`config.mk`:
```
export PLATFORM = sky130hd
export DESIGN_NAME = uart_cmd_arb_flat
export DESIGN_NICKNAME = d
export VERILOG_FILES = /design/src/rtl/uart_cmd_arb_pkg.sv /design/src/rtl/uart_cmd_arb_if.sv /design/src/rtl/uart_cmd_arb_rr_arbiter.sv /design/src/rtl/uart_cmd_arb.sv /design/src/flat_wrapper.sv
export SDC_FILE = /design/constraint.sdc
export NUM_CORES = 1
export LEC_CHECK = 0
export CORE_MARGIN = 5
export CORE_UTILIZATION = 40
export DETAILED_ROUTE_END_ITERATION = 7
export PLACE_DENSITY = 0.9
export SYNTH_ARGS = -nofsm -noshare
export SYNTH_HDL_FRONTEND = slang
export SYNTH_SLANG_ARGS = --single-unit
```
`constraint.sdc`:
```
create_clock -name clk -period 4.6 [get_ports clk]
set_clock_uncertainty 0.15 [all_clocks]
set_input_delay 0.46 -clock clk [delete_from_list [all_inputs] [get_ports clk]]
set_output_delay 0.46 -clock clk [all_outputs]
set_load 0.005 [all_outputs]
```
`src/rtl/uart_cmd_arb_pkg.sv`:
```
// Shared types and constants for the UART command arbiter.
// Holds the FSM state encoding, the read/write flag position and the WAIT_LOW limit.
package uart_cmd_arb_pkg;

    typedef enum logic [2:0] {
        IDLE,
        ISSUE,
        WAIT_LOW,
        WAIT_DONE,
        WAIT_RD,
        RESP
    } state_t;

    // Cycles uart_cmd_rdy may stay high after issue before the command is given up as lost.
    localparam int WAIT_LOW_LIMIT = 4;

    function automatic int cmd_rw_bit(input int cmd_width);
        return cmd_width - 1;
    endfunction

endpackage

```
`src/rtl/uart_cmd_arb_if.sv`:
```
// Requester-side and UART-side signal bundle of the command arbiter.
// The slave modport is the arbiter's view; master is the surrounding system's view.
interface uart_cmd_arb_if #(
    parameter int NUM_REQ    = 4,
    parameter int CMD_WIDTH  = 16,
    parameter int READ_WIDTH = 8
);
    logic [NUM_REQ*CMD_WIDTH-1:0] req_cmd;
    logic [NUM_REQ-1:0]           req_vld;
    logic [NUM_REQ-1:0]           req_rdy;
    logic [NUM_REQ-1:0]           rsp_vld;
    logic [READ_WIDTH-1:0]        rsp_data;
    logic                         rsp_err;
    logic [CMD_WIDTH-1:0]         uart_cmd;
    logic                         uart_cmd_vld;
    logic                         uart_cmd_rdy;
    logic                         uart_read_rdy;
    logic [READ_WIDTH-1:0]        uart_read_data;

    modport master (
        output req_cmd, req_vld, uart_cmd_rdy, uart_read_rdy, uart_read_data,
        input  req_rdy, rsp_vld, rsp_data, rsp_err, uart_cmd, uart_cmd_vld
    );

    modport slave (
        input  req_cmd, req_vld, uart_cmd_rdy, uart_read_rdy, uart_read_data,
        output req_rdy, rsp_vld, rsp_data, rsp_err, uart_cmd, uart_cmd_vld
    );
endinterface

```
`src/rtl/uart_cmd_arb_rr_arbiter.sv`:
```
// Combinational round-robin winner selection: the first active request at or
// after ptr (wrapping) gets the one-hot grant.
module rr_arbiter #(
    parameter  int NUM_REQ = 4,
    localparam int PTR_W   = $clog2(NUM_REQ)
) (
    input  logic [NUM_REQ-1:0] req,
    input  logic [PTR_W-1:0]   ptr,
    output logic [NUM_REQ-1:0] grant
);

    // NOTE: every variable written here gets a default before the loop, so no path leaves it unassigned and no latch is inferred.
    always_comb begin
        logic found;
        int   idx;
        grant = '0;
        found = 1'b0;
        idx   = 0;
        for (int i = 0; i < NUM_REQ; i++) begin
            idx = int'(ptr) + i;
            if (idx >= NUM_REQ) idx = idx - NUM_REQ;
            if (!found && req[idx]) begin
                grant[idx] = 1'b1;
                found      = 1'b1;
            end
        end
    end

endmodule

```
`src/rtl/uart_cmd_arb.sv`:
```
// Round-robin arbiter funnelling requester commands to one UART and routing read data back.
// Optional read timeout enabled by defining UART_CMD_ARB_TIMEOUT_EN.
module uart_cmd_arb
    import uart_cmd_arb_pkg::*;
#(
    parameter int NUM_REQ     = 4,
    parameter int CMD_WIDTH   = 16,
    parameter int READ_WIDTH  = 8,
    parameter int TIMEOUT_CYC = 2000000
) (
    input  logic           clk,
    input  logic           rst_n,
    uart_cmd_arb_if.slave  bus,
    output logic           busy
);

    localparam int PTR_W  = $clog2(NUM_REQ);
    localparam int LOW_W  = $clog2(WAIT_LOW_LIMIT);
    localparam int RW_BIT = cmd_rw_bit(CMD_WIDTH);

    state_t                state, state_nxt;
    logic [PTR_W-1:0]      ptr, owner, grant_idx;
    logic [NUM_REQ-1:0]    grant;
    logic [CMD_WIDTH-1:0]  cmd_q;
    logic [READ_WIDTH-1:0] rd_data_q;
    logic                  rd_valid_q, is_read_q;
    logic [LOW_W-1:0]      low_cnt;
    logic                  accept, rd_capture, timeout_hit;

    rr_arbiter #(.NUM_REQ(NUM_REQ)) u_rr (
        .req   (bus.req_vld),
        .ptr   (ptr),
        .grant (grant)
    );

    always_comb begin
        grant_idx = '0;
        for (int i = 0; i < NUM_REQ; i++)
            if (grant[i]) grant_idx = PTR_W'(i);
    end

    // Grant is suppressed while reset is held so req_rdy never pulses during reset.
    assign accept     = rst_n && (state == IDLE) && bus.uart_cmd_rdy && (|bus.req_vld);
    assign rd_capture = is_read_q && bus.uart_read_rdy &&
                        ((state == WAIT_DONE) || (state == WAIT_RD));

`ifdef UART_CMD_ARB_TIMEOUT_EN
    localparam int TO_W = $clog2(TIMEOUT_CYC + 1);
    logic [TO_W-1:0] to_cnt;
    logic            err_q;

    always_ff @(posedge clk) begin
        if (!rst_n || state != WAIT_RD) to_cnt <= '0;
        else                            to_cnt <= to_cnt + 1'b1;
    end

    assign timeout_hit = (state == WAIT_RD) && !bus.uart_read_rdy &&
                         (to_cnt == TO_W'(TIMEOUT_CYC - 1));

    always_ff @(posedge clk) begin
        if (!rst_n)           err_q <= 1'b0;
        else if (accept)      err_q <= 1'b0;
        else if (timeout_hit) err_q <= 1'b1;
    end

    assign bus.rsp_err = err_q;
`else
    assign timeout_hit = 1'b0;
    assign bus.rsp_err = 1'b0;
`endif

    always_comb begin
        state_nxt = state;
        case (state)
            IDLE:      if (accept) state_nxt = ISSUE;
            ISSUE:     state_nxt = WAIT_LOW;
            WAIT_LOW: begin
                if (!bus.uart_cmd_rdy)                          state_nxt = WAIT_DONE;
                else if (low_cnt == LOW_W'(WAIT_LOW_LIMIT - 1)) state_nxt = IDLE;
            end
            WAIT_DONE: begin
                // Data arriving in the same cycle as ready counts as already captured.
                if (bus.uart_cmd_rdy) begin
                    if (!is_read_q)                     state_nxt = IDLE;
                    else if (rd_valid_q || rd_capture) state_nxt = RESP;
                    else                                state_nxt = WAIT_RD;
                end
            end
            WAIT_RD:   if (rd_capture || timeout_hit) state_nxt = RESP;
            RESP:      state_nxt = IDLE;
            default:   state_nxt = IDLE;
        endcase
    end

    // NOTE: state registers use non-blocking assignments so every flop samples pre-edge values.
    always_ff @(posedge clk) begin
        if (!rst_n) begin
            state      <= IDLE;
            ptr        <= '0;
            owner      <= '0;
            cmd_q      <= '0;
            rd_data_q  <= '0;
            rd_valid_q <= 1'b0;
            is_read_q  <= 1'b0;
            low_cnt    <= '0;
        end else begin
            state   <= state_nxt;
            low_cnt <= (state == WAIT_LOW) ? low_cnt + 1'b1 : '0;
            if (accept) begin
                cmd_q      <= bus.req_cmd[int'(grant_idx)*CMD_WIDTH +: CMD_WIDTH];
                is_read_q  <= bus.req_cmd[int'(grant_idx)*CMD_WIDTH + RW_BIT];
                owner      <= grant_idx;
                ptr        <= (grant_idx == PTR_W'(NUM_REQ - 1)) ? '0 : grant_idx + 1'b1;
                rd_valid_q <= 1'b0;
            end
            if (rd_capture) begin
                rd_data_q  <= bus.uart_read_data;
                rd_valid_q <= 1'b1;
            end else if (timeout_hit) begin
                rd_data_q  <= '0;
            end
        end
    end

    assign bus.req_rdy      = accept ? grant : '0;
    assign bus.uart_cmd     = cmd_q;
    assign bus.uart_cmd_vld = (state == ISSUE);
    assign bus.rsp_vld      = (state == RESP) ? (NUM_REQ'(1) << owner) : '0;
    assign bus.rsp_data     = rd_data_q;
    assign busy             = (state != IDLE);

endmodule

```
`src/flat_wrapper.sv`:
```
// flat-port wrapper written by rule: the top's interface ports become plain ports
module uart_cmd_arb_flat import uart_cmd_arb_pkg::*;
#(
    parameter int NUM_REQ     = 4,
    parameter int CMD_WIDTH   = 16,
    parameter int READ_WIDTH  = 8,
    parameter int TIMEOUT_CYC = 2000000
)
  (clk, rst_n, busy, bus_req_cmd, bus_req_vld, bus_uart_cmd_rdy, bus_uart_read_rdy, bus_uart_read_data, bus_req_rdy, bus_rsp_vld, bus_rsp_data, bus_rsp_err, bus_uart_cmd, bus_uart_cmd_vld);
  uart_cmd_arb_if #(.NUM_REQ(NUM_REQ), .CMD_WIDTH(CMD_WIDTH), .READ_WIDTH(READ_WIDTH)) bus_i ();
  input  logic clk;
  input  logic rst_n;
  output logic busy;
  input wire logic [$bits(bus_i.req_cmd)-1:0] bus_req_cmd;
  input wire logic [$bits(bus_i.req_vld)-1:0] bus_req_vld;
  input wire logic [$bits(bus_i.uart_cmd_rdy)-1:0] bus_uart_cmd_rdy;
  input wire logic [$bits(bus_i.uart_read_rdy)-1:0] bus_uart_read_rdy;
  input wire logic [$bits(bus_i.uart_read_data)-1:0] bus_uart_read_data;
  output wire logic [$bits(bus_i.req_rdy)-1:0] bus_req_rdy;
  output wire logic [$bits(bus_i.rsp_vld)-1:0] bus_rsp_vld;
  output wire logic [$bits(bus_i.rsp_data)-1:0] bus_rsp_data;
  output wire logic [$bits(bus_i.rsp_err)-1:0] bus_rsp_err;
  output wire logic [$bits(bus_i.uart_cmd)-1:0] bus_uart_cmd;
  output wire logic [$bits(bus_i.uart_cmd_vld)-1:0] bus_uart_cmd_vld;
  assign bus_i.req_cmd = bus_req_cmd;
  assign bus_i.req_vld = bus_req_vld;
  assign bus_i.uart_cmd_rdy = bus_uart_cmd_rdy;
  assign bus_i.uart_read_rdy = bus_uart_read_rdy;
  assign bus_i.uart_read_data = bus_uart_read_data;
  assign bus_req_rdy = bus_i.req_rdy;
  assign bus_rsp_vld = bus_i.rsp_vld;
  assign bus_rsp_data = bus_i.rsp_data;
  assign bus_rsp_err = bus_i.rsp_err;
  assign bus_uart_cmd = bus_i.uart_cmd;
  assign bus_uart_cmd_vld = bus_i.uart_cmd_vld;
  uart_cmd_arb #(.NUM_REQ(NUM_REQ), .CMD_WIDTH(CMD_WIDTH), .READ_WIDTH(READ_WIDTH), .TIMEOUT_CYC(TIMEOUT_CYC)) u_core (.clk(clk), .rst_n(rst_n), .bus(bus_i), .busy(busy));
endmodule
```
# Yosys cells after proc, flatten, opt, wreduce, memory -nomap -nowiden
# Cells that the tools add are included.
totals:
  out_inout_bits: 35
  inputBits: 80
  regBits: 35
classes:
  muxes: 50
  n_eq_ne: 11
  n_bitwise: 3
  order_cmp: 13
  reduce_logical: 23
  shift: 2
  addsub: 10
op_table:
  columns: ["operator", "count"]
  rows:
  - ["$ge A32 B1 Y1 const B", 4]
  - ["$lt A32 B4 Y1 const B", 4]
  - ["$mux W32", 4]
  - ["$shiftx A64 B7 Y16", 1]
  - ["$lt A32 B8 Y1 const B", 1]
  - ["$mux W4", 6]
  - ["$mux W1", 21]
  - ["$mux W3", 6]
  - ["$pmux W3 S5", 1]
  - ["$logic_and A1 B1 Y1", 12]
  - ["$or A4 B4 Y4", 3]
  - ["$sub A3 B3 Y4 const B", 3]
  - ["$ge A3 B3 Y1 const B", 3]
  - ["$bmux W1 S2", 4]
  - ["$demux W1 S2", 4]
  - ["$add A6 B4 Y7 const B", 1]
  - ["$add A2 B2 Y3 const B", 2]
  - ["$bmux W1 S6", 1]
  - ["$eq A3 B2 Y1 const B", 2]
  - ["$eq A3 B3 Y1 const B", 2]
  - ["$mux W2", 3]
  - ["$add A2 B1 Y2 const B", 2]
  - ["$eq A2 B2 Y1 const B", 2]
  - ["$ne A2 B1 Y1 const B", 2]
  - ["other kinds (15)", 18]

# Depth between registers and ports, before layout
depth:
  depth_word: 22
  mapped_depth: 13
  ltp_nobuf: 11

# Hierarchy
# A second synthesis with hierarchy kept.
hier_totals:
  cells_unflattened: 281
  hier_area_um2: 2239.6
modules_own_cells:
  columns: ["mod", "instances", "area_each_um2", "seq_area_each_um2", "cells_each"]
  rows:
  - ["uart_cmd_arb", 1, 1881.8, 680.7, 243]
  - ["rr_arbiter", 1, 357.8, 0.0, 38]

# Worst setup path before layout
# No wires, ideal clock.
synth_path:
  path_kind: "register to output"
  from: "reg u_core.ptr[0]"
  to: "out bus_req_rdy[3]"
  slack_ns: 1.356
  t_arrival_ns: 2.634
  stages_incl_launch_ff: 11
  path_cell_list: "dfxtp_1 > buf_6 > inv_1 > ha_1 > mux4_1 > or2_4 > nor3_2 > or2_1 > buf_2 > buf_8 > and2_1"
synth_between:
  elab_chain_len: 16
  elab_cells_between_ends: 64
  cone_classes: "add/sub: 7; order compare: 12; mux: 32; bitwise: 3; reduce/logical: 10"
synth_lines:
  columns: ["item", "line", "source"]
  rows:
  - ["start: declaration", "uart_cmd_arb.sv:22", "logic [PTR_W-1:0] ptr, owner, grant_idx;"]
  - ["start signal: assignment", "uart_cmd_arb.sv:113", "ptr <= (grant_idx == PTR_W'(NUM_REQ - 1)) ? '0 : grant_idx + 1'b1;"]
  - ["branches (longest 14 deep; another with $ge A32 B1 Y1)", null, null]
  - ["$mux W4 (*)", "uart_cmd_arb_rr_arbiter.sv:22", "if (!found && req[idx]) begin"]
  - ["$mux W4 (*)", "uart_cmd_arb.sv:125", "assign bus.req_rdy = accept ? grant : '0;"]
  - ["end: declaration", "flat_wrapper.sv:19", "output wire logic [$bits(bus_i.req_rdy)-1:0] bus_req_rdy;"]
# Mark *: on every way between the ends. The select of a mux whose other input is x is not followed.

# Final worst setup path
# Same ends and word-level chain as after synthesis.

==> metrics.log <==
INFO  metric synth_edf_count = 0
INFO  metric layout_worst_path_cycle_share = 88.6%
INFO  metric total_power = 0.00126 W
INFO  metric final-setup-viol-count = 0
INFO  metric place_congestion = 0.775
INFO  metric slew_hr = 27.7%
INFO  metric r2r-end = u_core.bus.uart_cmd[5]
INFO  metric path_class = reg2out
INFO  metric postSynth.topFlopCell = sky130_fd_sc_hd__dfxtp_1
INFO  metric core_area = 0.00547 mm²
INFO  metric worst_min_delay_path_class = reg2reg
INFO  metric design.die.area = 0.00723 mm²
INFO  metric switching_share = 36.6%
INFO  metric cts_max_level = 2
INFO  metric postSynthAreaPerCell = 8.53 µm²
INFO  metric end_kind = output pin
INFO  metric floorplan.io_pins = 115
INFO  metric groute.usage.overall = 18.9%
INFO  metric reg2regPathDepth = 8
INFO  metric detailroute.via_count = 2,424
INFO  metric die_height = 85.0 µm
INFO  metric hpwlAfterDp = 5.18 mm
INFO  metric synth.most_common_cell = sky130_fd_sc_hd__a21oi_1
INFO  metric n_antenna_cell = 0
INFO  metric cts_sinks = 34
INFO  metric cts_tree = built
INFO  metric clock_tree.root_cell = sky130_fd_sc_hd__clkbuf_8
INFO  metric cts_bufs_inserted = 5
INFO  metric crit_fanout = 9
INFO  metric final_hold_viol_count = 0
INFO  metric numPortBuffers = 113
INFO  metric post-cts-setup-buffer-count = 0
INFO  metric drt_iter0_markers = 203
INFO  metric netlist_instances = 264
INFO  metric drc = 0
INFO  metric postSynthRegisterBits = 34
INFO  metric min_cycle_time_layout = 4070 ps
INFO  metric antenna_violating_nets_left = 0
INFO  metric relative_contribution_of_the_clock_network_to_total_power = 22.2%
INFO  metric critical_path.startpoint_type = flop
INFO  metric timing.setup.tns = 0 ps
INFO  metric clkLatencyLatePin = 290 ps
INFO  metric fin_nets = 453
INFO  metric grt_pass1_wl = 11.3 mm
INFO  metric timing.max_cap.violations = 0
INFO  metric cts_hold_buffers = 0
INFO  metric synthTopCellsByArea = sky130_fd_sc_hd__dfxtp_1, sky130_fd_sc_hd__a21oi_1, sky130_fd_sc_hd__a221oi_1, sky130_fd_sc_hd__a21boi_0, sky130_fd_sc_hd__and3_1
INFO  metric syn-num-nets = 352
INFO  metric synth.yosys.warnings = 0
INFO  metric drt_first_pass_iters = 5
INFO  metric clock_path_buffers = 2
INFO  metric clk_pin_slew = 70 ps
INFO  metric timing.critical_path.from = u_core.ptr[0]
INFO  metric core.rowCount = 27
INFO  metric initial_core_util = 41.2%
INFO  metric p_per_area = 360 mW/mm²
INFO  metric die_w = 85.0 µm
INFO  metric synth_cell_types = 50
INFO  metric netlist_area = 0.00225 mm²
INFO  metric per_cell_routed_wire_length = 15.9 µm
INFO  metric grt_pass1_vias = 2,348
INFO  metric final-max-slew-violation-count = 0
INFO  metric pin_count_of_the_biggest_net_entering_global_routing = 37
INFO  metric net-switching-power = 0.000460 W
INFO  metric post_cts_resized = 0
INFO  metric worst_ep_required_time = 3990 ps
INFO  metric synth_sequential_area_ratio = 30.2%
INFO  metric antenna_found_initial = 0
INFO  metric overflow = 0
INFO  metric synthTopCellsByCount = sky130_fd_sc_hd__a21oi_1, sky130_fd_sc_hd__dfxtp_1, sky130_fd_sc_hd__o21ai_0
INFO  metric power.sequential.fraction = 29.5%
INFO  metric vdd_drop_max = 0.000187 V
INFO  metric p_comb_share = 48.3%
INFO  metric drive_above_1_share = 6.56%
INFO  metric worst_r2r_startpoint = u_core.ptr[0]
INFO  metric r2r_setup_slack = 940 ps
INFO  metric achievable-frequency = 0.245 GHz
INFO  metric cp_data_arrival_time = 3460 ps
INFO  metric whs_path_depth = 1
INFO  metric fillCellCount = 479
INFO  metric leak_pwr = 1.34 nW
INFO  metric p_int = 0.000797 W
INFO  metric worst_pin_slew = 1080 ps
INFO  metric vias_per_cell = 5.53
INFO  metric crit_end = bus_req_rdy[3]
INFO  metric syn_to_final_growth = 55.2%
INFO  metric unrepaired_setup_endpoints_after_global_routing = false
INFO  metric wl = 6.99 mm
INFO  metric synth.top_cell.area_share = 30.2%
INFO  metric outcome = complete, no violations
INFO  metric async_flop_share = 0%
INFO  metric post-synth-top-area-cell = sky130_fd_sc_hd__dfxtp_1
[logic make-up (layout without fill, tap and decap cells)]
family,count (synthesis),count (layout),share of synthesized area (%)
compound gates,102,102,30.1
fa+ha+maj,8,8,4.44
buf+inv,31,133,7.06
flops,34,34,30.2
mux,14,14,8.94
other cells,1,1,0.167
simple gates,74,74,19.1
[final cells by class]
class	count	area, µm²	share of cell area (%)
repair buffers	119	1180	33.6
well taps	72	90.1	2.58
clock buffers	5	68.8	1.97
flip-flops and latches	34	681	19.5
inverters	6	22.5	0.644
multi-input cells	199	1410	40.4
clock inverters	3	45.0	1.29
[routing by layer]
metal | vias up | track usage (%) | wire, µm
met5 | - | 0 | 0
met4 | 0 | 5.61 | 80
met2 | 111 | 34.0 | 3500
met3 | 6 | 5.92 | 629
met1 | 1126 | 21.4 | 2770
li1 | 1181 | - | -
[power by group through the flow]
stage	Clock [W]	Combinational (W)	Sequential, W
2_1_floorplan	0	0.000390	0.000372
3_3_place_gp	0	0.000590	0.000374
3_5_place_dp	0	0.000603	0.000378
4_1_cts	0.000284	0.000605	0.000371
5_1_grt	0.000296	0.000674	0.000379
6_report	0.000279	0.000607	0.000371
[worst min-delay path by stage]
stage / from / to / slack, ps
2_1_floorplan: u_core.low_cnt[0] / u_core.low_cnt[0] / 260
3_3_place_gp: u_core.low_cnt[0] / u_core.low_cnt[0] / 270
3_5_place_dp: u_core.low_cnt[0] / u_core.low_cnt[0] / 280
4_1_cts: u_core.low_cnt[0] / u_core.low_cnt[0] / 290
5_1_grt: u_core.low_cnt[0] / u_core.low_cnt[0] / 310
6_report: u_core.low_cnt[0] / u_core.low_cnt[0] / 290
[critical path, cell delays in order (launching register included)]
cell and delay (ps):
sky130_fd_sc_hd__dfxtp_1 540, sky130_fd_sc_hd__inv_1 160, sky130_fd_sc_hd__ha_1 350, sky130_fd_sc_hd__mux4_1 690
sky130_fd_sc_hd__or2_4 320, sky130_fd_sc_hd__nor3_2 300, sky130_fd_sc_hd__or2_1 160, sky130_fd_sc_hd__and2_1 130
sky130_fd_sc_hd__clkdlybuf4s50_1 520
[registers in the layout, indices dropped and copies added (netlist names)]
name / count
u_core.state: 3
u_core.is_read_q: 1
u_core.bus.rsp_data: 8
u_core.low_cnt: 2
u_core.bus.uart_cmd: 15
u_core.ptr: 2
u_core.rd_valid_q: 1
u_core.owner: 2
[layout by cell type, fill, tap and decap left out, types with 2 or more instances in the layout]
cell type,count
sky130_fd_sc_hd__mux2i_1,10
sky130_fd_sc_hd__o21ai_1,2
sky130_fd_sc_hd__nand3_1,4
sky130_fd_sc_hd__o21ai_0,19
sky130_fd_sc_hd__buf_4,6
sky130_fd_sc_hd__nand2_1,15
sky130_fd_sc_hd__nor2b_1,11
sky130_fd_sc_hd__and3_1,17
sky130_fd_sc_hd__ha_1,8
sky130_fd_sc_hd__a21oi_1,37
sky130_fd_sc_hd__o211a_1,2
sky130_fd_sc_hd__clkbuf_8,5
sky130_fd_sc_hd__a221oi_1,15
sky130_fd_sc_hd__clkinvlp_4,2
sky130_fd_sc_hd__a21boi_0,17
sky130_fd_sc_hd__dfxtp_1,34
sky130_fd_sc_hd__clkdlybuf4s50_1,113
sky130_fd_sc_hd__nor2_1,8
sky130_fd_sc_hd__nor3b_1,4
sky130_fd_sc_hd__mux4_1,3
sky130_fd_sc_hd__inv_1,6
[through the flow]
step	hold slack [ps]	std cells	util, %	setup slack, ps	cell area, µm²
floorplan	255	264	-	1360	2250
global placement	272	430	61.8	951	3380
detailed placement	278	430	61.8	821	3380
CTS	289	438	63.9	504	3500
global route	307	438	63.9	356	3500
finish	285	438	63.9	526	3500
No activity file was read; power rests on OpenSTA's default activity.
